==> config.mk <==
export PLATFORM = sky130hd
export DESIGN_NAME = majority_vote_stream
export DESIGN_NICKNAME = d
export VERILOG_FILES = /design/src/rtl/majority_vote_pkg.sv /design/src/rtl/maj_popcount.sv /design/src/rtl/majority_vote_stream.sv
export SDC_FILE = /design/constraint.sdc
export NUM_CORES = 1
export LEC_CHECK = 0
export BUFFER_PORTS_ARGS = -buffer_cell sky130_fd_sc_hd__buf_2
export CORE_UTILIZATION = 55
export CTS_BUF_LIST = sky130_fd_sc_hd__clkbuf_4
export DETAILED_ROUTE_END_ITERATION = 12
export GPL_ROUTABILITY_DRIVEN = 0
export GPL_TIMING_DRIVEN = 0
export PLACE_DENSITY = 0.83
export SLEW_MARGIN = 25
export SYNTH_ARGS = -nofsm -noshare
export SYNTH_HDL_FRONTEND = slang
export SYNTH_SLANG_ARGS = --single-unit
==> constraint.sdc <==
create_clock -name clk -period 2.5 [get_ports clk]
set_clock_uncertainty 0.2 [all_clocks]
set_input_delay 0.5 -clock clk [delete_from_list [all_inputs] [get_ports clk]]
set_output_delay 0.5 -clock clk [all_outputs]
set_load 0.02 [all_outputs]
==> src/rtl/majority_vote_pkg.sv <==
// Shared types and helpers for the k-of-N streaming majority voter.
// Stage-1 payload is sized for the largest supported configuration (N <= 31, DATA_W <= 32).
package majority_vote_pkg;

  localparam int unsigned MAX_CW     = 5;
  localparam int unsigned MAX_DATA_W = 32;

  typedef logic [MAX_CW-1:0] cnt_t;

  typedef struct packed {
    cnt_t [MAX_DATA_W-1:0] cnt;
    logic                  unan;
    cnt_t                  thr;
  } s1_payload_t;

  function automatic int unsigned clog2(input int unsigned v);
    int unsigned r;
    r = 0;
    for (int unsigned i = 0; i < 32; i++) begin
      if ((64'd1 << i) < 64'(v)) r = i + 1;
    end
    return r;
  endfunction

  function automatic int unsigned default_thr(input int unsigned n);
    return n / 2 + 1;
  endfunction

endpackage

==> src/rtl/maj_popcount.sv <==
// Combinational population count of one bit column across all voters.
module maj_popcount
  import majority_vote_pkg::*;
#(
  parameter  int unsigned N_INPUTS = 5,
  localparam int unsigned CW       = clog2(N_INPUTS + 1)
) (
  input  logic [N_INPUTS-1:0] bits_i,
  output logic [CW-1:0]       count_c
);

  always_comb begin
    count_c = '0;
    for (int unsigned i = 0; i < N_INPUTS; i++) begin
      count_c = count_c + CW'(bits_i[i]);
    end
  end

endmodule

==> src/rtl/majority_vote_stream.sv <==
// Two-stage pipelined k-of-N bitwise voter with valid/ready flow control
// and a saturating count of delivered non-unanimous beats.
module majority_vote_stream
  import majority_vote_pkg::*;
#(
  parameter  int unsigned N_INPUTS = 5,
  parameter  int unsigned DATA_W   = 4,
  parameter  int unsigned CNT_W    = 16,
  localparam int unsigned CW       = clog2(N_INPUTS + 1)
) (
  input  logic                       clk,
  input  logic                       rst_n,
  input  logic                       in_valid,
  output logic                       in_ready,
  input  logic [N_INPUTS*DATA_W-1:0] in_data,
  input  logic [CW-1:0]              in_thr,
  output logic                       out_valid,
  input  logic                       out_ready,
  output logic [DATA_W-1:0]          out_data,
  output logic                       out_unan,
  output logic [CNT_W-1:0]           dissent_cnt,
  input  logic                       cnt_clr
);

  logic [DATA_W-1:0][CW-1:0] col_cnt_c;
  logic                      unan_c;
  logic [MAX_CW-1:0]         thr_c;
  logic                      s1_load_c;
  logic                      s2_load_c;
  logic                      accept_c;
  logic                      out_hs_c;
  logic [DATA_W-1:0]         vote_c;
  logic                      unused_cnt_c;

  logic                      s1_valid_q, s1_valid_d;
  s1_payload_t               s1_q, s1_d;
  logic                      out_valid_q, out_valid_d;
  logic [DATA_W-1:0]         out_data_q, out_data_d;
  logic                      out_unan_q, out_unan_d;
  logic [CNT_W-1:0]          dissent_cnt_q, dissent_cnt_d;

  // One popcount per bit column; voter i owns in_data[i*DATA_W +: DATA_W].
  for (genvar b = 0; b < DATA_W; b++) begin : g_col
    logic [N_INPUTS-1:0] col;
    logic [CW-1:0]       cnt;
    for (genvar i = 0; i < N_INPUTS; i++) begin : g_bit
      assign col[i] = in_data[i*DATA_W + b];
    end
    maj_popcount #(.N_INPUTS(N_INPUTS)) u_pop (
      .bits_i (col),
      .count_c(cnt)
    );
    assign col_cnt_c[b] = cnt;
  end

  always_comb begin
    s2_load_c = !out_valid_q | out_ready;
    s1_load_c = !s1_valid_q | s2_load_c;
    accept_c  = in_valid & s1_load_c;
    out_hs_c  = out_valid_q & out_ready;
  end

  always_comb begin
    unan_c = 1'b1;
    for (int unsigned b = 0; b < DATA_W; b++) begin
      if (col_cnt_c[b] != '0 && col_cnt_c[b] != CW'(N_INPUTS)) unan_c = 1'b0;
    end
    thr_c = (in_thr == '0) ? MAX_CW'(default_thr(N_INPUTS)) : MAX_CW'(in_thr);
  end

  // Stage 1: column counts, unanimity flag and effective threshold.
  always_comb begin
    s1_valid_d = s1_valid_q;
    s1_d       = s1_q;
    if (s1_load_c) s1_valid_d = in_valid;
    if (accept_c) begin
      s1_d = '0;
      for (int unsigned b = 0; b < DATA_W; b++) begin
        s1_d.cnt[b] = MAX_CW'(col_cnt_c[b]);
      end
      s1_d.unan = unan_c;
      s1_d.thr  = thr_c;
    end
  end

  // A threshold above N_INPUTS can never be met, so no special case is needed.
  always_comb begin
    vote_c = '0;
    for (int unsigned b = 0; b < DATA_W; b++) begin
      vote_c[b] = (s1_q.cnt[b] >= s1_q.thr);
    end
  end

  // Columns beyond DATA_W are held at zero and never voted on.
  assign unused_cnt_c = ^s1_q.cnt;

  // Stage 2: registered result, held while the consumer stalls.
  always_comb begin
    out_valid_d = out_valid_q;
    out_data_d  = out_data_q;
    out_unan_d  = out_unan_q;
    if (s2_load_c) begin
      out_valid_d = s1_valid_q;
      if (s1_valid_q) begin
        out_data_d = vote_c;
        out_unan_d = s1_q.unan;
      end
    end
  end

  always_comb begin
    dissent_cnt_d = dissent_cnt_q;
    if (cnt_clr) begin
      dissent_cnt_d = '0;
    end else if (out_hs_c && !out_unan_q && dissent_cnt_q != '1) begin
      dissent_cnt_d = dissent_cnt_q + CNT_W'(1);
    end
  end

  always_ff @(posedge clk or negedge rst_n) begin
    if (!rst_n) begin
      s1_valid_q    <= 1'b0;
      s1_q          <= '0;
      out_valid_q   <= 1'b0;
      out_data_q    <= '0;
      out_unan_q    <= 1'b0;
      dissent_cnt_q <= '0;
    end else begin
      s1_valid_q    <= s1_valid_d;
      s1_q          <= s1_d;
      out_valid_q   <= out_valid_d;
      out_data_q    <= out_data_d;
      out_unan_q    <= out_unan_d;
      dissent_cnt_q <= dissent_cnt_d;
    end
  end

  assign in_ready    = s1_load_c;
  assign out_valid   = out_valid_q;
  assign out_data    = out_data_q;
  assign out_unan    = out_unan_q;
  assign dissent_cnt = dissent_cnt_q;

endmodule

-- Yosys cells after proc, flatten, opt, wreduce, memory -nomap -nowiden
Cells that the tools add are included.
W data, S select, Z words.
- add/subtract/negate cells: 17
- reductions and logical operators: 16
- mux-type cells: 7
- equal/unequal tests: 5
- bitwise operators: 4
- $lt $le $gt $ge: 4
- operator list (kind ; number):
    $add A3 B1 Y3 ; 12
    $mux W16 ; 2
    $ge A3 B5 Y1 ; 4
    $add A16 B1 Y16 const B ; 1
    $ne A16 B16 Y1 const B ; 1
    $ne A3 B3 Y1 const B ; 4
    $reduce_bool A3 Y1 ; 4
    $add A1 B1 Y2 ; 4
    $logic_and A1 B1 Y1 ; 6
    $mux W1 ; 4
    $logic_not A1 Y1 ; 3
    $logic_not A3 Y1 ; 1
    $mux W3 ; 1
    $and A1 B1 Y1 ; 2
    $or A1 B1 Y1 ; 2
    $reduce_and A2 Y1 ; 1
    $reduce_bool A2 Y1 ; 1
- flip-flop bits (word level): 41
- output and inout port bits: 23
- input bits: 28
- logic and storage cells: 64

-- Logic depth before layout (Yosys ltp)
Gate-level depths: netlist (run 1).
- word-level depth: 10
- mapped depth: 10

-- By module
From an unflattened synthesis (run 1), not the netlist that was laid out.
- cells, all modules: 225
- area total of the unflattened synthesis: 2362.3 µm²
- modules (own cells, without submodules) (module ; cells an instance ; area each (µm²) ; seq. area each (µm²) ; times used):
    majority_vote_stream ; 193 ; 2077.0 ; 975.9 ; 1
    maj_popcount ; 8 ; 71.3 ; 0.0 ; 4

-- Least setup slack after synthesis (run 1)
OpenSTA, ideal clock, no wires.
- kind: in2reg
- from: input port in_data[2]
- to: register s1_q[5] (netlist bit)
- data arrival time: 2314 ps
- setup time: 110 ps
- required time: 2190 ps
- path slack: -124 ps
- cell stages on the path: 9
- buffers on the path: 0
- path through: ha_1 inv_1 fa_1 inv_1 ha_1 inv_1 fa_1 nand4_1 o41ai_1
- word-level cells in the longest chain between the ends: 8
- ends and longest elaborated chain (what ; RTL line ; text):
    from (decl) ; majority_vote_stream.sv:15 ; input logic [N_INPUTS*DATA_W-1:0] in_data,
    $add A1 B1 Y2 * ; maj_popcount.sv:15 ; count_c = count_c + CW'(bits_i[i]);
    $add A3 B1 Y3 * (3 in a row) ; maj_popcount.sv:15 ;
    $ne A3 B3 Y1 or $reduce_bool A3 Y1 (tied branches) ; majority_vote_stream.sv:66 ; if (col_cnt_c[b] != '0 && col_cnt_c[b] != CW'(N_INPUTS)) unan_c = 1'b0;
    $logic_and A1 B1 Y1 * ; majority_vote_stream.sv:66 ;
    $mux W1 * (2 in a row) ; majority_vote_stream.sv:66 ;
    to (signal assigned) ; majority_vote_stream.sv:123 ; s1_q <= '0;
    to (signal assigned) ; majority_vote_stream.sv:130 ; s1_q <= s1_d;
    to (decl) ; majority_vote_stream.sv:36 ; s1_payload_t s1_q, s1_d;
Every way passes the cells marked *; elsewhere a longest branch is shown, timed or not.
A chain may end at the register's enable or synchronous reset.

-- Worst setup path in the final report (run 1)
Ends and elaborated chain as after synthesis.

==> flow_summary.json, run 1 <==
{
  "syn_avg_cell_area_um2": 9.81,
  "postCtsHoldBufs": 0,
  "cp_num_buf_inv": 4,
  "slowest_stage": "fa_2",
  "final.period_utilization": 1.02,
  "synth_top_flop_cell": "dfrtp_1",
  "areaGrowthSynthToFinish_pct": 16.7,
  "fin_total_pwr_mw": 1.57,
  "cp_max_fo": 2,
  "synth_commonest_cells": "dfrtp_1, inv_1, ha_1, nand2_1, a21oi_1",
  "drive_gt1_frac": 0.254,
  "critical-path-max-stage-delay_ps": 520,
  "ios": 51,
  "rows": 23,
  "hold_viol_final": 0,
  "clock_sinks": 39,
  "p_leak_nw": 1.39,
  "p_seq_frac": 0.491,
  "clk_pin_slew_ps": 110,
  "worstPathArrival_ps": 2610,
  "cts_inserted_buffers": 5,
  "synth-seq-cells": 39,
  "slew_viol_final": 0,
  "layout.nets": 357,
  "reg2regPathDepth": 6,
  "holdCritPathClass": "input port to async pin",
  "yosys_warnings": 0,
  "r2r_setup_slack_ps": 240,
  "die_x_um": 68.0,
  "setup_violations": 1,
  "power_frac_comb": 0.313,
  "cts_max_level": 2,
  "drt_first_pass_iters": 4,
  "die_y_um": 68.0,
  "grt-ovfl-total": 0,
  "cts_tree": "yes",
  "grt_pass1_wl_um": 8100,
  "path_class": "input port to register",
  "place_inst": 343,
  "synth_fp_nets": 301,
  "grt_pass1_vias": 1844,
  "p_int_mw": 1.05,
  "p_sw_frac": 0.332,
  "cp-end-kind": "register",
  "r2r-start": "dissent_cnt[0]",
  "fin_ws_ps": -53.8,
  "wire_per_inst_um": 13.6,
  "status": "finished, violations left",
  "antenna_found_initial": 0,
  "cts_root_buffer": "clkbuf_4",
  "clk_latency_ps": 350,
  "yosys.cell_count.top_type": "dfrtp_1",
  "grt_usage": 0.239,
  "fmax_ghz": 0.392,
  "cpMostUsedCell": "inv_1",
  "dieArea_um2": 4620,
  "drtIter0Drc": 109,
  "power.switching_uw": 522,
  "hold_ws_ps": 41.1,
  "power.density_nw_per_um2": 563,
  "pwr-share-clk": 0.196,
  "maxCapViolCount": 0,
  "crit_chain": "buf_2 -> ha_1 -> inv_1 -> fa_1 -> inv_1 -> ha_1 -> inv_1 -> fa_2 -> nand4_1 -> o41ai_2",
  "cp_top_family": "adder cells",
  "io_buffers": 49,
  "ir_drop_mv": 0.320,
  "drc_errors": 0,
  "maxSlewHeadroom": 0.435,
  "violations": "negative setup slack",
  "viasPerCell": 5.54,
  "period_minus_slack_ps": 2550,
  "yosys.area.top_type": "dfrtp_1",
  "clk_path_buf_depth": 2,
  "grt_max_degree": 40,
  "cp-start-kind": "input port",
  "finalWirelength_um": 4740,
  "postCtsSetupBuffers": 0,
  "synth_area_um2": 2390,
  "start_util": 0.586,
  "fin_cells": 349,
  "yosysTopAreaCellShare": 0.408,
  "endpoint": "s1_q[5]",
  "r2r_end": "dissent_cnt[6]",
  "synth_edf_count": 0,
  "netlist_top_cells_area": "dfrtp_1, ha_1, fa_1, inv_1, a21oi_1",
  "synth_cell_types": 34,
  "num_vias": 1934,
  "critPathLaunch": "in_data[2]",
  "ant_nets": 0,
  "worstMarginPinSlew_ps": 848,
  "synthCells": 244,
  "crit_required_ps": 2560,
  "rsz0062_at_grt": "yes",
  "async_reset_ff_frac": 1.00,
  "dp_hpwl_um": 3660,
  "num_antenna_cells": 0,
  "core_um2": 4090,
  "ys_seq_area_frac": 0.408,
  "cp_num_cells": 10
}
==> logic make-up after synthesis <==
| logic type | count (synthesis) | synth area share |
|---|---|---|
| AND/OR/NAND/NOR | 73 | 0.168 |
| AO/OA/AOI/OAI | 50 | 0.124 |
| buffers and inverters | 40 | 0.0664 |
| flip-flops | 39 | 0.408 |
| adder cells (fa/ha/maj) | 29 | 0.177 |
| multiplexers | 9 | 0.0418 |
| XOR/XNOR | 4 | 0.0146 |
==> per-stage QoR <==
step	setup slack (ps)	TNS (ps)	cell area [µm²]	utilization
2_1_floorplan	-95.0	-95.0	2400	-
3_3_place_gp	-323	-354	2710	0.663
3_5_place_dp	-404	-700	2710	0.663
4_1_cts	4.17	0	2770	0.678
5_1_grt	-106	-106	2790	0.683
6_report	-53.8	-53.8	2790	0.683
==> worst reg2reg max path, delay by kind of cell, from the launching register on <==
family | cells | cell delay (ps)
DFF | 1 | 430
adders and majority gates | 1 | 290
and+or+nand+nor | 3 | 940
AOI/OAI and AO/OA | 1 | 160
buffers and inverters | 1 | 170
==> sequential cells by signal (all words and copies together), names as in the netlist <==
signal and count:
dissent_cnt 16, out_data 4, out_unan 1, s1_valid_q 1
out_valid 1, s1_q 16
==> worst min-delay path by stage <==
stage,startpoint,end,slack (ps)
after floorplan,rst_n,dissent_cnt[0],4
after global placement,out_data[3],out_data[3],260
after detailed placement,out_data[2],out_data[2],270
after CTS,rst_n,dissent_cnt[14],80
after global routing,rst_n,dissent_cnt[13],110
final,rst_n,dissent_cnt[14],40
==> routing by layer <==
metal  up-vias  global-route usage  share of wire
met2        49               0.387           0.47
met4         0              0.0781          0.011
met5         -                   0              0
met1       922               0.312           0.47
met3         5              0.0567          0.042
li1        958                   -              -
==> power by group through the flow <==
stage | combinational (mW) | clock [mW] | sequential (mW)
floorplan | 0.293 | 0 | 0.812
global placement | 0.455 | 0 | 0.779
detailed placement | 0.480 | 0 | 0.786
CTS | 0.491 | 0.314 | 0.773
global route | 0.567 | 0.334 | 0.785
finish | 0.493 | 0.308 | 0.773
==> final cells by class <==
class                      instances  area [µm²]
multi-input combinational        165        1310
fill                             330        1290
sequential                        39         976
timing repair buffer              49         245
inverter                          34         128
tap                               50        62.6
clock buffer                       6        45.0
buffer                             6        31.3
==> layout by cell type (no fill, tap or decap), types with 2 or more instances in the layout <==
cell       n
inv_2      2
buf_2     50
or3_1      5
mux2_2     8
clkbuf_1   3
o21ai_0   15
nand2_1   21
nor2_1     6
clkbuf_4   6
inv_1     32
a21oi_1   18
nand4_1    5
or4_1      8
a21o_1     4
nand2b_1   9
nor3_1     3
nand3_1    5
fa_1       5
dfrtp_1   39
o31ai_1    9
and4_1     2
fa_2       3
xor2_1     2
nor2b_1    2
ha_1      20
==> repair_timing <==
action,in CTS,in global routing
gates resized for setup,2,4
pin swaps,0,4
endpoints found under the setup margin,1,1
Power figures use the tool's default switching activity.
==> run 2: changes to the inputs <==
--- a/config.mk
+++ b/config.mk
@@ -9,9 +9,9 @@
 export CORE_UTILIZATION = 55
 export CTS_BUF_LIST = sky130_fd_sc_hd__clkbuf_4
 export DETAILED_ROUTE_END_ITERATION = 12
-export GPL_ROUTABILITY_DRIVEN = 0
 export GPL_TIMING_DRIVEN = 0
 export PLACE_DENSITY = 0.83
+export SETUP_SLACK_MARGIN = 0.4
 export SLEW_MARGIN = 25
 export SYNTH_ARGS = -nofsm -noshare
 export SYNTH_HDL_FRONTEND = slang
==> flow_summary.json, run 2 (same netlist as run 1, synthesis figures left out) <==
{
  "status": "finished, violations left",
  "violations": "negative setup slack",
  "antenna_found_initial": 0,
  "cp_max_fo": 2,
  "fin_ws_ps": -0.157,
  "path_class": "input port to register",
  "slowest_stage": "fa_1",
  "p_int_mw": 1.10,
  "cp_num_cells": 11,
  "final.period_utilization": 1.00,
  "cpMostUsedCell": "inv_2",
  "maxSlewHeadroom": 0.416,
  "hold_viol_final": 0,
  "start_util": 0.586,
  "grt-ovfl-total": 0,
  "ios": 51,
  "period_minus_slack_ps": 2500,
  "ir_drop_mv": 0.330,
  "ant_nets": 0,
  "rows": 23,
  "r2r_setup_slack_ps": 400,
  "clk_pin_slew_ps": 110,
  "grt_usage": 0.250,
  "cts_tree": "yes",
  "finalWirelength_um": 5190,
  "critical-path-max-stage-delay_ps": 430,
  "r2r_end": "dissent_cnt[6]",
  "viasPerCell": 5.69,
  "wire_per_inst_um": 14.6,
  "drt_first_pass_iters": 4,
  "fill_cells": 287,
  "worstPathArrival_ps": 2550,
  "p_seq_frac": 0.472,
  "clock_sinks": 39,
  "setup_violations": 1,
  "areaGrowthSynthToFinish_pct": 26.7,
  "grt_max_degree": 40,
  "cp_num_buf_inv": 4,
  "power_frac_comb": 0.327,
  "dieArea_um2": 4620,
  "num_antenna_cells": 0,
  "endpoint": "s1_q[5]",
  "grt_pass1_wl_um": 8440,
  "setup_tns_ps": -0.157,
  "final_cell_mix": "buf_2, dfrtp_1, inv_1, nand2_1, a21oi_1",
  "worstMarginPinSlew_ps": 877,
  "clk_path_buf_depth": 2,
  "cp-start-kind": "input port",
  "drtIter0Drc": 90,
  "power.switching_uw": 538,
  "clk_latency_ps": 350,
  "cts_inserted_buffers": 5,
  "layout_commonest_cell": "buf_2",
  "die_x_um": 68.0,
  "place_inst": 343,
  "crit_required_ps": 2550,
  "cts_max_level": 2,
  "drc_errors": 0,
  "slew_viol_final": 0,
  "fmax_ghz": 0.400,
  "cp-end-kind": "register",
  "power.density_nw_per_um2": 539,
  "p_sw_frac": 0.329,
  "critPathLaunch": "in_data[4]",
  "drive_gt1_frac": 0.375,
  "core_um2": 4090,
  "r2r-start": "dissent_cnt[0]",
  "rsz0062_at_grt": "yes",
  "holdCritPathClass": "input port to async pin",
  "postCtsHoldBufs": 0,
  "maxCapViolCount": 0,
  "reg2regPathDepth": 6,
  "p_leak_nw": 1.44,
  "crit_chain": "buf_6 -> ha_4 -> inv_2 -> fa_1 -> inv_1 -> ha_2 -> inv_2 -> fa_2 -> xor2_2 -> nand3_2 -> o41ai_2",
  "cts_root_buffer": "clkbuf_4",
  "fin_cells": 354,
  "layout.nets": 361,
  "cp_top_family": "adder cells",
  "pwr-share-clk": 0.201,
  "die_y_um": 68.0,
  "dp_hpwl_um": 3710,
  "num_vias": 2015,
  "gp_congestion": 0.783,
  "io_buffers": 49,
  "grt_pass1_vias": 1936
}
[run 2: changes by cell type in the layout (fill, tap and decap cells not counted), sizes merged]
cell,delta
buf,+4
clkbuf,+1
[run 2: layout make-up]
class,instances,area [µm²],area share
multi-input combinational,165,1440,0.476
sequential,39,982,0.324
timing repair buffer,53,327,0.108
inverter,34,128,0.0421
tap,50,62.6,0.0206
clock buffer,7,52.6,0.0173
buffer,6,37.5,0.0124
[run 2: worst min-delay path by stage]
stage | from | slack (ps) | cells after the start | end
floorplan | rst_n | 4 | 0 | dissent_cnt[0]
global placement | out_data[2] | 260 | 2 | out_data[2]
detailed placement | out_data[0] | 270 | 2 | out_data[0]
CTS | rst_n | 90 | 1 | dissent_cnt[14]
global route | rst_n | 120 | 1 | dissent_cnt[4]
finish | rst_n | 50 | 1 | dissent_cnt[8]
[run 2: through the flow]
step / cell area [µm²] / utilization / setup slack (ps) / power [mW] / hold WS [ps]
2_1_floorplan: 2480 / - / -88.9 / 1.13 / 4.41
3_3_place_gp: 2790 / 0.682 / -365 / 1.26 / 259
3_5_place_dp: 2790 / 0.682 / -427 / 1.29 / 268
4_1_cts: 2930 / 0.716 / -1.43 / 1.63 / 86.7
5_1_grt: 3030 / 0.742 / -61.3 / 1.76 / 116
6_report: 3030 / 0.742 / -0.157 / 1.64 / 52.4
[run 2: power by group through the flow]
| stage | Sequential [mW] | Combinational [mW] | Clock, mW |
|---|---|---|---|
| after floorplan | 0.814 | 0.313 | 0 |
| after global placement | 0.782 | 0.481 | 0 |
| after detailed placement | 0.787 | 0.502 | 0 |
| after CTS | 0.771 | 0.522 | 0.335 |
| after global routing | 0.783 | 0.613 | 0.363 |
| final | 0.772 | 0.536 | 0.328 |
[run 2: routing by layer]
metal / global-route usage / vias to the layer above / routed length (µm)
li1: - / 967 / -
met1: 0.309 / 975 / 2180
met2: 0.434 / 66 / 2680
met3: 0.0500 / 7 / 240
met4: 0.0781 / 0 / 82
met5: 0 / - / 0
[run 2: timing repair]
item,in CTS,in global routing
pin swaps,6,6
setup endpoints to repair,13,14
gates cloned,0,1
gates resized for setup,12,21
endpoints found under the hold margin,0,0
setup buffers,2,1
